==> src/rtl/linha_envase_pkg.sv <==
// Shared types and defaults for the bottle-filling station controller.
// State encodings are fixed because Estado is exported for debug.
package linha_envase_pkg;
  localparam int ESTADO_W         = 3;
  localparam int FILL_TIMEOUT_DEF = 200;
  localparam int CAP_CYCLES_DEF   = 8;
  localparam int CRATE_SIZE_DEF   = 6;
  localparam int CNT_W_DEF        = 4;

  typedef enum logic [ESTADO_W-1:0] {
    IDLE   = 3'd0,
    AVANCA = 3'd1,
    ENCHE  = 3'd2,
    TAMPA  = 3'd3,
    SAI    = 3'd4,
    ERRO   = 3'd5
  } estado_t;

  typedef struct packed {
    logic motor;
    logic valvula;
    logic tampar;
    logic alarme;
  } atua_t;

  // Actuator image of a state; registered from the next state so outputs track Estado
  function automatic atua_t decodifica(estado_t e);
    atua_t a;
    a         = '0;
    a.motor   = (e == AVANCA) || (e == SAI);
    a.valvula = (e == ENCHE);
    a.tampar  = (e == TAMPA);
    a.alarme  = (e == ERRO);
    return a;
  endfunction
endpackage

==> src/rtl/temporizador_envase.sv <==
// Per-state cycle timer: cleared on state entry, saturates instead of wrapping.
module temporizador_envase #(
  parameter int W = 8
) (
  input  logic         CK,
  input  logic         nRST,
  input  logic         clr,
  input  logic         en,
  input  logic [W-1:0] lim,
  output logic         fim
);
  logic [W-1:0] cnt;

  always_ff @(posedge CK or negedge nRST) begin
    if (!nRST)                        cnt <= '0;
    else if (clr)                     cnt <= '0;
    else if (en && cnt != {W{1'b1}})  cnt <= cnt + 1'b1;
  end

  assign fim = en && (cnt == lim);
endmodule

==> src/rtl/controle_linha_envase.sv <==
// Bottle-filling station sequencer: advance, fill, cap, eject, with crate count and alarm.
// Optional lifetime bottle counter output Total enabled by defining TOTAL_CNT_EN.
module controle_linha_envase
  import linha_envase_pkg::*;
#(
  parameter int FILL_TIMEOUT = FILL_TIMEOUT_DEF,
  parameter int CAP_CYCLES   = CAP_CYCLES_DEF,
  parameter int CRATE_SIZE   = CRATE_SIZE_DEF,
  parameter int CNT_W        = CNT_W_DEF
) (
  input  logic                CK,
  input  logic                nRST,
  input  logic                Start,
  input  logic                TemR,
  input  logic                TemG,
  input  logic                Cheia,
  input  logic                AckAlarme,
  output logic                Motor,
  output logic                Valvula,
  output logic                Tampar,
  output logic                Pronto,
  output logic                Alarme,
  output logic [ESTADO_W-1:0] Estado,
  output logic [CNT_W-1:0]    Contagem
`ifdef TOTAL_CNT_EN
  ,
  output logic [15:0]         Total
`endif
);
  localparam int TMR_MAX = (FILL_TIMEOUT > CAP_CYCLES) ? FILL_TIMEOUT : CAP_CYCLES;
  localparam int TMR_W   = $clog2(TMR_MAX + 1);

  estado_t          estado, nxt;
  logic             fim, clr, en, capFim;
  logic [TMR_W-1:0] lim;
  logic [CNT_W-1:0] cntInc;

  assign en     = (estado == ENCHE) || (estado == TAMPA) || (estado == SAI);
  assign lim    = (estado == TAMPA) ? TMR_W'(CAP_CYCLES - 1) : TMR_W'(FILL_TIMEOUT - 1);
  assign clr    = (nxt != estado);
  assign capFim = (estado == TAMPA) && fim;
  assign cntInc = Contagem + 1'b1;
  assign Estado = estado;

  temporizador_envase #(.W(TMR_W)) uTmr (
    .CK   (CK),
    .nRST (nRST),
    .clr  (clr),
    .en   (en),
    .lim  (lim),
    .fim  (fim)
  );

  always_comb begin
    nxt = estado;
    case (estado)
      IDLE:   if (Start) nxt = TemR ? AVANCA : ERRO;
      AVANCA: if (!TemR) nxt = ERRO;
              else if (!Start) nxt = IDLE;
              else if (TemG) nxt = ENCHE;
      // Reservoir loss beats a full bottle; a full bottle beats the timeout
      ENCHE:  if (!TemR) nxt = ERRO;
              else if (Cheia) nxt = TAMPA;
              else if (fim) nxt = ERRO;
      TAMPA:  if (fim) nxt = SAI;
      SAI:    if (!TemG) nxt = Start ? AVANCA : IDLE;
              else if (fim) nxt = ERRO;
      ERRO:   if (AckAlarme && TemR) nxt = IDLE;
      default: nxt = IDLE;
    endcase
  end

  always_ff @(posedge CK or negedge nRST) begin
    if (!nRST) begin
      estado                          <= IDLE;
      {Motor, Valvula, Tampar, Alarme} <= '0;
      Pronto                          <= 1'b0;
      Contagem                        <= '0;
    end else begin
      estado                          <= nxt;
      {Motor, Valvula, Tampar, Alarme} <= decodifica(nxt);
      Pronto                          <= 1'b0;
      if (capFim) begin
        if (cntInc == CNT_W'(CRATE_SIZE)) begin
          Contagem <= '0;
          Pronto   <= 1'b1;
        end else begin
          Contagem <= cntInc;
        end
      end
    end
  end

`ifdef TOTAL_CNT_EN
  always_ff @(posedge CK or negedge nRST) begin
    if (!nRST)                          Total <= '0;
    else if (capFim && Total != 16'hFFFF) Total <= Total + 16'd1;
  end
`endif
endmodule

==> config.mk <==
export PLATFORM = sky130hd
export DESIGN_NAME = controle_linha_envase
export DESIGN_NICKNAME = d
export VERILOG_FILES = /design/src/rtl/linha_envase_pkg.sv /design/src/rtl/temporizador_envase.sv /design/src/rtl/controle_linha_envase.sv
export SDC_FILE = /design/constraint.sdc
export NUM_CORES = 1
export LEC_CHECK = 0
export CAP_MARGIN = 20
export CELL_PAD_IN_SITES_DETAIL_PLACEMENT = 1
export CELL_PAD_IN_SITES_GLOBAL_PLACEMENT = 1
export CORE_MARGIN = 10
export CORE_UTILIZATION = 35
export DETAILED_ROUTE_END_ITERATION = 8
export PLACE_DENSITY = 0.73
export SETUP_SLACK_MARGIN = 0.2
export SLEW_MARGIN = 20
export SYNTH_ARGS = -nofsm -noshare
export SYNTH_HDL_FRONTEND = slang
export SYNTH_HIERARCHICAL = 1
export SYNTH_SLANG_ARGS = --single-unit
==> constraint.sdc <==
create_clock -name CK -period 3.2 [get_ports CK]
set_input_delay 0.32 -clock CK [delete_from_list [all_inputs] [get_ports CK]]
set_output_delay 0.32 -clock CK [all_outputs]
set_load 0.02 [all_outputs]
==> results of run 1 <==
-- how the worst min path moves through the flow --
stage,from,end,slack (ps),cells after the start
global placement,Contagem[3],Contagem[3],500,1
finish,Contagem[3],Contagem[3],530,1
global route,Contagem[3],Contagem[3],570,1
detailed placement,Contagem[3],Contagem[3],530,1
CTS,Contagem[3],Contagem[3],540,1
floorplan,nRST,Alarme,20,0
-- kinds of logic after synthesis --
family | Yosys count | synth area share [%]
AOI/OAI and AO/OA | 35 | 19.4
DFF | 20 | 37.4
and+or+nand+nor | 56 | 23.6
other | 2 | 0.561
buffers and inverters | 10 | 5.24
muxes | 4 | 3.84
xor gates and xnor gates | 11 | 7.20
adders and majority gates | 3 | 2.81
-- synth_stat cells (2+ instances only) --
master and number:
dfrtp_1 20, nor2_1 11, nand2_1 10, xnor2_1 10, nand2b_1 6, a21oi_1 5
nor2b_1 5, nor3_1 5, o21ai_0 5, a211oi_1 4, and4_1 4, nand3_1 4
nor3b_1 4, a21boi_0 3, a31oi_1 3, buf_6 3, ha_1 3, a21o_1 2
a311oi_1 2, and3_2 2, clkbuf_1 2, conb_1 2, inv_1 2, mux2_4 2
nand4_1 2
-- power by group through the flow --
| stage | clock [W] | sequential, W | combinational, W |
|---|---|---|---|
| 6_report | 0.000160 | 0.000309 | 0.000531 |
| 2_1_floorplan | 0 | 0.000350 | 0.000303 |
| 4_1_cts | 0.000167 | 0.000308 | 0.000509 |
| 3_3_place_gp | 0 | 0.000312 | 0.000485 |
| 3_5_place_dp | 0 | 0.000313 | 0.000495 |
| 5_1_grt | 0.000182 | 0.000316 | 0.000588 |
-- sequential cells by signal, summed over array words and instances, names as in the netlist --
name      flops
uTmr/cnt      8
Alarme        1
Pronto        1
Estado        3
Motor         1
Tampar        1
Contagem      4
Valvula       1
-- cell usage in the layout (no fill, tap or decap), types with 5 or more instances in the layout --
cell	count
dfrtp_1	20
clkdlybuf4s50_1	18
nor2_1	11
nand2_1	10
xnor2_1	10
nand2b_1	6
conb_1	6
a21oi_1	5
nor3_1	5
o21ai_0	5
buf_4	5
-- layout make-up --
type	instances	area, um^2	area share (%)
repair buffers	23	218	13.3
flip-flops and latches	20	500	30.7
inverters	3	11.3	0.690
clock buffers	3	41.3	2.53
multi-input cells	115	802	49.1
well taps	48	60.1	3.68
-- routing by layer --
| metal | vias up | routed length (um) |
|---|---|---|
| li1 | 551 | - |
| met1 | 573 | 1490 |
| met2 | 17 | 1620 |
| met3 | 2 | 175 |
| met4 | 0 | 14 |
| met5 | - | 0 |
-- what timing repair did --
| item | 4_1_cts | 5_1_grt |
|---|---|---|
| endpoints found under the setup margin | 3 | 8 |
| gates resized for setup | 1 | 2 |
| setup buffers | 0 | 0 |
-- metrics by stage --
stage	cells	total power (W)
after detailed placement	209	0.000807
after floorplan	145	0.000653
after global placement	209	0.000797
after CTS	212	0.000984
final	212	0.000999
after global routing	212	0.00109
==> flow_results.xml, run 1 <==
<?xml version="1.0" encoding="UTF-8"?>
<metrics>
  <group name="outcome">
    <metric name="run_status" unit="">completed</metric>
  </group>
  <group name="setup_path">
    <metric name="critical_path.endpoint_type" unit="">flip-flop</metric>
    <metric name="crit_start" unit="">Estado[2]</metric>
    <metric name="largest_delay_share_family_worst_path" unit="">simple AND/OR/NAND/NOR gates</metric>
    <metric name="critical_path.max_fanout" unit="">11</metric>
    <metric name="crit-reg2reg-launch" unit="">Estado[2]</metric>
    <metric name="cp-start-kind" unit="">flip-flop</metric>
    <metric name="worst_path_max_delay_cell" unit="">or4b_1</metric>
    <metric name="slowest_stage_delay_on_critical_path" unit="ps">490</metric>
    <metric name="critPathKind" unit="">flip-flop to flip-flop</metric>
    <metric name="data_arrival_time_of_the_critical_path" unit="ps">2890</metric>
    <metric name="timing.reg2reg.setup_slack" unit="ps">490</metric>
    <metric name="worst-r2r-cell-count" unit="">11</metric>
    <metric name="path_depth" unit="">11</metric>
    <metric name="crit_chain" unit="">nor2b_2 -&gt; nand2_1 -&gt; xnor2_1 -&gt; nand3_1 -&gt; nor3_1 -&gt; or4b_1 -&gt; a32oi_1 -&gt; nor2b_1 -&gt; o221ai_4 -&gt; nand2b_1 -&gt; mux2i_1</metric>
    <metric name="worst-path-buf-inv" unit="">0</metric>
    <metric name="critical_path_required" unit="ps">3380</metric>
    <metric name="setup.worst_path.end" unit="">uTmr/cnt[1]</metric>
    <metric name="worstReg2RegEnd" unit="">uTmr/cnt[1]</metric>
  </group>
  <group name="place">
    <metric name="placement.io_buffers" unit="">18</metric>
    <metric name="placed_cell_area" unit="um^2">1570</metric>
    <metric name="detailedPlacementHpwl" unit="um">2510</metric>
    <metric name="dpl_worst_slack" unit="ps">125</metric>
    <metric name="gpl.final_weighted_congestion" unit="">0.912</metric>
  </group>
  <group name="grt">
    <metric name="grt_max_degree" unit="">21</metric>
    <metric name="grt_busiest_layer" unit="">met2</metric>
    <metric name="grt_antenna_before_repair" unit="">0</metric>
    <metric name="grt.met1_usage" unit="%">13.6</metric>
    <metric name="use_met3" unit="%">4.26</metric>
    <metric name="global_route.usage.total" unit="%">10.9</metric>
    <metric name="grt_pass1_wl" unit="um">5790</metric>
    <metric name="grt_pass1_vias" unit="">1148</metric>
    <metric name="grt.overflow.total" unit="">0</metric>
    <metric name="grt_util_met2" unit="%">17.4</metric>
  </group>
  <group name="sta">
    <metric name="worst-slew-pin-transition" unit="ps">907</metric>
    <metric name="unrepaired_setup_endpoints_after_global_routing" unit="">false</metric>
    <metric name="timing.final.hold_violations" unit="">0</metric>
    <metric name="setup_violations" unit="">0</metric>
    <metric name="final.min_clock_period" unit="ps">2710</metric>
    <metric name="max_slew_margin" unit="%">39.3</metric>
    <metric name="timing.setup.tns" unit="ps">0</metric>
    <metric name="max_freq" unit="GHz">0.370</metric>
    <metric name="finClkSkew" unit="ps">6.37</metric>
    <metric name="setup_slack" unit="ps">494</metric>
    <metric name="post-route-period-util" unit="%">84.6</metric>
    <metric name="whs" unit="ps">527</metric>
    <metric name="slew_limit_fails" unit="">0</metric>
  </group>
  <group name="clock_network">
    <metric name="hold_buffers" unit="">0</metric>
    <metric name="cts.root.buffer_cell" unit="">clkbuf_8</metric>
    <metric name="clkSlewWorstSetupHoldPaths" unit="ps">70</metric>
    <metric name="number_of_buffers_created_by_cts" unit="">3</metric>
    <metric name="htreeDepth" unit="">1</metric>
    <metric name="clk-insertion-delay-late" unit="ps">260</metric>
    <metric name="cts_tree" unit="">yes</metric>
    <metric name="clock_sink_count" unit="">20</metric>
    <metric name="maximum_buffer_depth_of_the_clock_tree" unit="">2</metric>
  </group>
  <group name="cells_and_area">
    <metric name="synth_to_layout_area_growth" unit="%">22.1</metric>
    <metric name="finish.instance_area" unit="um^2">1630</metric>
    <metric name="fin_nets" unit="">176</metric>
    <metric name="layout-drive-gt1-share" unit="%">12.2</metric>
    <metric name="num_antenna_cells" unit="">0</metric>
    <metric name="layout.core_utilization" unit="%">44.3</metric>
    <metric name="fillCellCount" unit="">445</metric>
  </group>
  <group name="route">
    <metric name="drt_pass1_iterations" unit="">4</metric>
    <metric name="route.detailed.vias_per_inst" unit="">5.39</metric>
    <metric name="drt_drc_violations_left" unit="">0</metric>
    <metric name="wire_length_after_detailed_routing" unit="um">3300</metric>
    <metric name="number_of_design_rule_violations_left_by_the_first_detailed_router_iteration" unit="">71</metric>
    <metric name="wl_per_cell" unit="um">15.6</metric>
    <metric name="num_vias" unit="">1143</metric>
    <metric name="drt.antenna.violating_nets" unit="">0</metric>
  </group>
  <group name="synth">
    <metric name="ys_seq_elements" unit="">20</metric>
    <metric name="ys_warn_count" unit="">6</metric>
    <metric name="synth_top_area_share" unit="%">37.4</metric>
    <metric name="mappedNetlistArea" unit="um^2">1340</metric>
    <metric name="ys_seq_area_share" unit="%">37.4</metric>
    <metric name="netlist_top_cells_area" unit="">dfrtp_1, xnor2_1, nor2_1</metric>
    <metric name="netlist-cell-type-count" unit="">45</metric>
    <metric name="synth_enable_flop_cells" unit="">0</metric>
    <metric name="cell_taking_the_most_area_after_synthesis" unit="">dfrtp_1</metric>
    <metric name="synth_top_flop_cell" unit="">dfrtp_1</metric>
    <metric name="synth_cells" unit="">141</metric>
    <metric name="synth_async_sr_flop_share" unit="%">100</metric>
    <metric name="avgSynthCellArea" unit="um^2">9.49</metric>
  </group>
  <group name="min_path">
    <metric name="worstHoldPathType" unit="">flip-flop to flip-flop</metric>
  </group>
  <group name="floorplanning">
    <metric name="die-width" unit="um">81.8</metric>
    <metric name="core_region_area" unit="um^2">3690</metric>
    <metric name="floorplan.rows" unit="">22</metric>
    <metric name="design.die.area" unit="um^2">6690</metric>
    <metric name="die_height" unit="um">81.8</metric>
    <metric name="ioPinCount" unit="">19</metric>
    <metric name="initial_utilization" unit="%">36.3</metric>
  </group>
  <group name="job">
    <metric name="timing.max_cap.violations" unit="">0</metric>
  </group>
  <group name="power_and_ir_drop">
    <metric name="sequential_cell_fraction_of_total_power" unit="%">30.9</metric>
    <metric name="vdd_ir_max" unit="mV">0.407</metric>
    <metric name="power_density" unit="nW/um^2">612</metric>
    <metric name="power_report.internal_total" unit="W">0.000610</metric>
    <metric name="combinationalPowerShare" unit="%">53.1</metric>
    <metric name="total_leakage_power" unit="nW">0.668</metric>
    <metric name="switching_part_of_the_total" unit="%">38.9</metric>
    <metric name="p_sw" unit="W">0.000389</metric>
    <metric name="power_frac_clock" unit="%">16.0</metric>
  </group>
</metrics>
Note: power is estimated with default switching activity, not from simulation.
==> run 2: changes to the inputs <==
==> constraint.sdc (replaced) <==
create_clock -name CK -period 2.5 [get_ports CK]
set_input_delay 0.25 -clock CK [delete_from_list [all_inputs] [get_ports CK]]
set_output_delay 0.25 -clock CK [all_outputs]
set_load 0.02 [all_outputs]
==> run 2 against run 1 <==
  * The flow now finishes with violations (setup timing)
  * Sequential share of layout area shrank 3.0 points
  * Worst setup slack got worse by 530 ps
  * Clock power increased by 110%
  * Power up 55%
  * Critical path depth increased by 1
  * Combinational power grew 49%
  * Via count is 4.6% higher
  * Clock skew down 3.5 ps
  * Register-to-register slack worse by 530 ps
  * Largest power group unchanged
==> flow_results.xml, run 2 (same netlist as run 1, synthesis figures left out) <==
<?xml version="1.0" encoding="UTF-8"?>
<metrics>
  <group name="outcome">
    <metric name="run_status" unit="">complete, but fails checks</metric>
    <metric name="violations" unit="">setup timing</metric>
  </group>
  <group name="job">
    <metric name="timing.max_cap.violations" unit="">0</metric>
  </group>
  <group name="place">
    <metric name="placement.io_buffers" unit="">18</metric>
    <metric name="detailedPlacementHpwl" unit="um">2720</metric>
    <metric name="dpl_worst_slack" unit="ps">-66.4</metric>
    <metric name="gpl.final_weighted_congestion" unit="">0.790</metric>
    <metric name="post-place-cells" unit="">214</metric>
    <metric name="placed_cell_area" unit="um^2">1650</metric>
  </group>
  <group name="route">
    <metric name="num_vias" unit="">1196</metric>
    <metric name="drt_pass1_iterations" unit="">4</metric>
    <metric name="drt.antenna.violating_nets" unit="">0</metric>
    <metric name="wire_length_after_detailed_routing" unit="um">3840</metric>
    <metric name="route.detailed.vias_per_inst" unit="">5.34</metric>
    <metric name="wl_per_cell" unit="um">17.1</metric>
    <metric name="drt_drc_violations_left" unit="">0</metric>
    <metric name="number_of_design_rule_violations_left_by_the_first_detailed_router_iteration" unit="">45</metric>
  </group>
  <group name="cells_and_area">
    <metric name="multi_input_comb_area" unit="um^2">875</metric>
    <metric name="mostFrequentLayoutCell" unit="">clkdlybuf4s50_1</metric>
    <metric name="fillCellCount" unit="">443</metric>
    <metric name="final_cell_count_no_fill" unit="">224</metric>
    <metric name="largest_reg_flops" unit="">8</metric>
    <metric name="finish.instance_area" unit="um^2">1830</metric>
    <metric name="fin_nets" unit="">187</metric>
    <metric name="top_register" unit="">uTmr/cnt</metric>
    <metric name="layout-drive-gt1-share" unit="%">27.3</metric>
    <metric name="synth_to_layout_area_growth" unit="%">36.5</metric>
    <metric name="seq_area" unit="um^2">504</metric>
    <metric name="layout.cells.most_common_list" unit="">clkdlybuf4s50_1, dfrtp_1, buf_4, nor2_1, nand2_1</metric>
    <metric name="num_antenna_cells" unit="">0</metric>
  </group>
  <group name="power_and_ir_drop">
    <metric name="vdd_ir_max" unit="mV">0.349</metric>
    <metric name="power_density" unit="nW/um^2">846</metric>
    <metric name="total_leakage_power" unit="nW">0.775</metric>
  </group>
  <group name="grt">
    <metric name="grt.overflow.total" unit="">0</metric>
    <metric name="grt_antenna_before_repair" unit="">0</metric>
    <metric name="grt_pass1_wl" unit="um">6330</metric>
    <metric name="grt_pass1_vias" unit="">1299</metric>
    <metric name="global_route.usage.total" unit="%">11.9</metric>
    <metric name="grt_max_degree" unit="">21</metric>
  </group>
  <group name="clock_network">
    <metric name="clk-insertion-delay-late" unit="ps">270</metric>
    <metric name="htreeDepth" unit="">1</metric>
    <metric name="maximum_buffer_depth_of_the_clock_tree" unit="">2</metric>
    <metric name="number_of_buffers_created_by_cts" unit="">3</metric>
    <metric name="cts_tree" unit="">yes</metric>
    <metric name="clkSlewWorstSetupHoldPaths" unit="ps">80</metric>
    <metric name="cts.root.buffer_cell" unit="">clkbuf_8</metric>
    <metric name="clock_sink_count" unit="">20</metric>
  </group>
  <group name="setup_path">
    <metric name="worst_path_max_delay_cell" unit="">or4b_1</metric>
    <metric name="crit_chain" unit="">nor2b_4 -&gt; nand2_2 -&gt; xnor2_1 -&gt; nand3_2 -&gt; nor3_4 -&gt; or4b_1 -&gt; a32oi_1 -&gt; nor2b_2 -&gt; o221ai_2 -&gt; buf_6 -&gt; nand2b_1 -&gt; mux2i_1</metric>
    <metric name="critical_path.max_fanout" unit="">6</metric>
    <metric name="critical_path_required" unit="ps">2690</metric>
    <metric name="critPathKind" unit="">flip-flop to flip-flop</metric>
    <metric name="largest_delay_share_family_worst_path" unit="">simple AND/OR/NAND/NOR gates</metric>
    <metric name="cp-start-kind" unit="">flip-flop</metric>
    <metric name="critical_path.endpoint_type" unit="">flip-flop</metric>
    <metric name="slowest_stage_delay_on_critical_path" unit="ps">470</metric>
    <metric name="data_arrival_time_of_the_critical_path" unit="ps">2730</metric>
    <metric name="worst-path-buf-inv" unit="">1</metric>
  </group>
  <group name="sta">
    <metric name="slew_limit_fails" unit="">0</metric>
    <metric name="unrepaired_setup_endpoints_after_global_routing" unit="">true</metric>
    <metric name="post-route-period-util" unit="%">102</metric>
    <metric name="setup_slack" unit="ps">-39.5</metric>
    <metric name="final.min_clock_period" unit="ps">2540</metric>
    <metric name="max_freq" unit="GHz">0.394</metric>
    <metric name="setup_violations" unit="">4</metric>
    <metric name="finClkSkew" unit="ps">2.90</metric>
    <metric name="timing.final.hold_violations" unit="">0</metric>
    <metric name="whs" unit="ps">315</metric>
  </group>
  <group name="floorplanning">
    <metric name="die-width" unit="um">81.8</metric>
    <metric name="floorplan.rows" unit="">22</metric>
    <metric name="design.die.area" unit="um^2">6690</metric>
    <metric name="initial_utilization" unit="%">36.3</metric>
    <metric name="ioPinCount" unit="">19</metric>
    <metric name="core_region_area" unit="um^2">3690</metric>
    <metric name="die_height" unit="um">81.8</metric>
  </group>
  <group name="min_path">
    <metric name="worstHoldPathType" unit="">primary input to asynchronous set/reset pin</metric>
  </group>
</metrics>
## run 2: changes by cell type in the layout (fill, tap and decap cells not counted), sizes merged
cell,previous run,this run
buf,5,16
bufinv,0,1
## run 2: final cells by class
cell class	count	area share [%]
clock buffers	3	2.26
clock inverters	1	1.64
inverters	3	0.617
multi-input cells	115	47.9
flip-flops and latches	20	27.6
well taps	48	3.29
repair buffers	34	16.7
## run 2: final timing paths
path / slack, ps / cells past startpoint / endpoint / from
setup / recovery: -40 / 12 / uTmr/cnt[1] / Estado[2]
hold / removal: 320 / 2 / Contagem[3] / nRST
setup reg to reg: -40 / 12 / uTmr/cnt[1] / Estado[2]
hold reg to reg: 520 / 1 / Contagem[3] / Contagem[3]
max in group asynchronous: 1950 / 2 / Estado[0] / nRST
min in group CK: 520 / 1 / Contagem[3] / Contagem[3]
## run 2: routing by layer
layer,vias to the layer above,routed length (um),GRT usage [%]
li1,577,-,-
met1,593,1530,12.5
met2,21,2100,22.9
met3,5,157,2.07
met4,0,53,4.59
met5,-,0,0
## run 2: where the power goes
part	switching [W]	internal, W	leakage [nW]
Combinational	0.000405	0.000386	0.471
Sequential	0.0000522	0.000371	0.268
Clock	0.000117	0.000214	0.0357
## run 2: timing repair
| item | 4_1_cts | 5_1_grt |
|---|---|---|
| resized for setup | 4 | 9 |
| setup buffers | 4 | 1 |
| cloned | 1 | 0 |
| pin swaps | 5 | 3 |
| setup endpoints to repair | 9 | 10 |
| hold buffers | 0 | 0 |
## run 2: stage by stage
stage	TNS (ps)	util (%)	total power (W)
after CTS	-25.1	48.0	0.00149
after detailed placement	-121	44.7	0.00111
final	-79.9	49.5	0.00155
after global routing	-735	49.5	0.00164
after floorplan	-524	-	0.000893
after global placement	0	44.7	0.00108
==> run 3: changes to the inputs <==
--- a/config.mk
+++ b/config.mk
@@ -12,6 +12,7 @@
 export CORE_UTILIZATION = 35
 export DETAILED_ROUTE_END_ITERATION = 8
 export PLACE_DENSITY = 0.73
+export RECOVER_POWER = 25
 export SETUP_SLACK_MARGIN = 0.2
 export SLEW_MARGIN = 20
 export SYNTH_ARGS = -nofsm -noshare
==> run 3 against run 2 <==
  * The flow still finishes with violations (setup timing)
  * Global-route usage did not move
  * Via count stayed put
  * Routed wire length unchanged
  * Design area down 0.21%
  * Fmax unchanged
  * Cell count unchanged
  * Clock-buffer cell count unchanged
  * Utilization fell by 0.10 points
  * Critical path depth did not move
  * Die area is the same
  * Power about the same
  * Non-clock buffer count is the same
==> flow_results.xml, run 3 (same netlist as run 1, synthesis figures left out) <==
<?xml version="1.0" encoding="UTF-8"?>
<metrics>
  <group name="outcome">
    <metric name="run_status" unit="">complete, but fails checks</metric>
    <metric name="violations" unit="">setup timing</metric>
  </group>
  <group name="cells_and_area">
    <metric name="layout.cells.most_common_list" unit="">dfrtp_1, clkdlybuf4s50_1, buf_4, nor2_1, nand2_1</metric>
    <metric name="synth_to_layout_area_growth" unit="%">36.2</metric>
    <metric name="largest_reg_flops" unit="">8</metric>
    <metric name="layout.core_utilization" unit="%">49.4</metric>
    <metric name="top_register" unit="">uTmr/cnt</metric>
    <metric name="layout-drive-gt1-share" unit="%">26.7</metric>
    <metric name="num_antenna_cells" unit="">0</metric>
    <metric name="fillCellCount" unit="">443</metric>
    <metric name="fin_nets" unit="">187</metric>
  </group>
  <group name="floorplanning">
    <metric name="core_region_area" unit="um^2">3690</metric>
    <metric name="die-width" unit="um">81.8</metric>
    <metric name="design.die.area" unit="um^2">6690</metric>
    <metric name="initial_utilization" unit="%">36.3</metric>
    <metric name="die_height" unit="um">81.8</metric>
    <metric name="ioPinCount" unit="">19</metric>
    <metric name="floorplan.rows" unit="">22</metric>
  </group>
  <group name="clock_network">
    <metric name="cts_tree" unit="">yes</metric>
    <metric name="clock_sink_count" unit="">20</metric>
    <metric name="number_of_buffers_created_by_cts" unit="">3</metric>
    <metric name="maximum_buffer_depth_of_the_clock_tree" unit="">2</metric>
    <metric name="htreeDepth" unit="">1</metric>
    <metric name="clkSlewWorstSetupHoldPaths" unit="ps">80</metric>
    <metric name="clk-insertion-delay-late" unit="ps">270</metric>
    <metric name="cts.root.buffer_cell" unit="">clkbuf_8</metric>
  </group>
  <group name="grt">
    <metric name="global_route.usage.total" unit="%">11.9</metric>
    <metric name="grt.overflow.total" unit="">0</metric>
    <metric name="grt_pass1_vias" unit="">1299</metric>
    <metric name="grt_pass1_wl" unit="um">6330</metric>
    <metric name="grt_busiest_layer" unit="">met2</metric>
    <metric name="grt_util_met2" unit="%">22.9</metric>
    <metric name="grt_antenna_before_repair" unit="">0</metric>
    <metric name="grt.met1_usage" unit="%">12.5</metric>
    <metric name="grt_max_degree" unit="">21</metric>
    <metric name="use_met3" unit="%">2.07</metric>
  </group>
  <group name="sta">
    <metric name="finClkSkew" unit="ps">2.90</metric>
    <metric name="worst-slew-pin-transition" unit="ps">1100</metric>
    <metric name="setup_violations" unit="">4</metric>
    <metric name="final.min_clock_period" unit="ps">2540</metric>
    <metric name="max_slew_margin" unit="%">26.4</metric>
    <metric name="setup_slack" unit="ps">-39.5</metric>
    <metric name="post-route-period-util" unit="%">102</metric>
    <metric name="unrepaired_setup_endpoints_after_global_routing" unit="">true</metric>
    <metric name="max_freq" unit="GHz">0.394</metric>
    <metric name="timing.final.hold_violations" unit="">0</metric>
    <metric name="slew_limit_fails" unit="">0</metric>
  </group>
  <group name="power_and_ir_drop">
    <metric name="total_leakage_power" unit="nW">0.771</metric>
    <metric name="power_report.internal_total" unit="W">0.000971</metric>
    <metric name="power_density" unit="nW/um^2">848</metric>
    <metric name="total_power" unit="W">0.00154</metric>
    <metric name="switching_part_of_the_total" unit="%">37.2</metric>
    <metric name="combinationalPowerShare" unit="%">51.1</metric>
    <metric name="p_sw" unit="W">0.000574</metric>
    <metric name="power_frac_clock" unit="%">21.4</metric>
    <metric name="sequential_cell_fraction_of_total_power" unit="%">27.4</metric>
    <metric name="vdd_ir_max" unit="mV">0.349</metric>
  </group>
  <group name="job">
    <metric name="timing.max_cap.violations" unit="">0</metric>
  </group>
  <group name="setup_path">
    <metric name="timing.reg2reg.setup_slack" unit="ps">-40</metric>
    <metric name="critical_path.max_fanout" unit="">6</metric>
    <metric name="critPathKind" unit="">flip-flop to flip-flop</metric>
    <metric name="crit_chain" unit="">nor2b_4 -&gt; nand2_2 -&gt; xnor2_1 -&gt; nand3_2 -&gt; nor3_4 -&gt; or4b_1 -&gt; a32oi_1 -&gt; nor2b_2 -&gt; o221ai_2 -&gt; buf_6 -&gt; nand2b_1 -&gt; mux2i_1</metric>
    <metric name="cp-start-kind" unit="">flip-flop</metric>
    <metric name="critical_path.endpoint_type" unit="">flip-flop</metric>
    <metric name="worst_path_max_delay_cell" unit="">or4b_1</metric>
    <metric name="critical_path_required" unit="ps">2690</metric>
    <metric name="slowest_stage_delay_on_critical_path" unit="ps">470</metric>
    <metric name="worst-r2r-cell-count" unit="">12</metric>
    <metric name="data_arrival_time_of_the_critical_path" unit="ps">2730</metric>
  </group>
  <group name="route">
    <metric name="drt.antenna.violating_nets" unit="">0</metric>
    <metric name="wire_length_after_detailed_routing" unit="um">3840</metric>
    <metric name="number_of_design_rule_violations_left_by_the_first_detailed_router_iteration" unit="">45</metric>
    <metric name="drt_pass1_iterations" unit="">4</metric>
    <metric name="drt_drc_violations_left" unit="">0</metric>
    <metric name="route.detailed.vias_per_inst" unit="">5.34</metric>
    <metric name="wl_per_cell" unit="um">17.1</metric>
    <metric name="num_vias" unit="">1196</metric>
  </group>
  <group name="place">
    <metric name="detailedPlacementHpwl" unit="um">2720</metric>
    <metric name="placement.io_buffers" unit="">18</metric>
    <metric name="gpl.final_weighted_congestion" unit="">0.790</metric>
  </group>
  <group name="min_path">
    <metric name="worstHoldPathCells" unit="">1</metric>
    <metric name="worstHoldPathType" unit="">flip-flop to flip-flop</metric>
  </group>
</metrics>
run 3: cell types whose count changed in the layout (fill, tap and decap cells not counted), sizes merged:
cell           before  now
clkbuf              3    4
dlygate4sd3         0    1
clkdlybuf4s50      18   17
buf                16   15
run 3: path summary, 6_finish.rpt:
kind                              from     endpoint
max                          Estado[2]  uTmr/cnt[1]
min                        Contagem[3]  Contagem[3]
max reg2reg                  Estado[2]  uTmr/cnt[1]
min reg2reg                Contagem[3]  Contagem[3]
max in group asynchronous         nRST    Estado[0]
min in group asynchronous         nRST  Contagem[3]
run 3: worst max-delay path, delay by kind of cell (launching register included):
family,cells,cell delay [ps]
AO/OA/AOI/OAI,2,390
XOR/XNOR,1,160
buffers and inverters,1,160
flip-flops,1,440
multiplexers,1,140
AND/OR/NAND/NOR,7,1150
run 3: final cells by class:
| cell class | count | area [um^2] | area share (%) |
|---|---|---|---|
| clock buffer | 3 | 41.3 | 2.27 |
| clock inverter | 1 | 30.0 | 1.65 |
| inverter | 3 | 11.3 | 0.618 |
| multi-input combinational | 115 | 875 | 48.0 |
| sequential | 20 | 504 | 27.7 |
| tap | 48 | 60.1 | 3.30 |
| timing repair buffer | 34 | 300 | 16.5 |
run 3: power by group through the flow:
stage                     clock [W]  sequential [W]  combinational [W]
final                      0.000331        0.000424           0.000790
after global routing       0.000348        0.000429           0.000858
after CTS                  0.000334        0.000422           0.000738
after detailed placement          0        0.000435           0.000674
after global placement            0        0.000431           0.000653
after floorplan                   0        0.000454           0.000439
run 3: through the flow:
stage | setup slack, ps | hold slack [ps] | instances | setup TNS (ps) | area (um^2)
2_1_floorplan | -120 | -45.6 | 145 | -524 | 1410
3_3_place_gp | 93.2 | 502 | 214 | 0 | 1650
3_5_place_dp | -66.4 | 512 | 214 | -121 | 1650
4_1_cts | -25.1 | 326 | 223 | -25.1 | 1770
5_1_grt | -151 | 570 | 224 | -735 | 1820
6_report | -39.5 | 519 | 224 | -79.9 | 1820
run 3: repair_timing:
action | 4_1_cts | 5_1_grt
gates cloned | 1 | 0
pin swaps | 5 | 3
hold buffers | 0 | 0
endpoints found under the setup margin | 9 | 10
resized for setup | 4 | 9
setup buffers | 4 | 1
run 3: routing by layer:
| metal | routed length, um | up-vias |
|---|---|---|
| met5 | 0 | - |
| met4 | 53 | 0 |
| met3 | 157 | 5 |
| met2 | 2100 | 21 |
| met1 | 1530 | 593 |
| li1 | - | 577 |
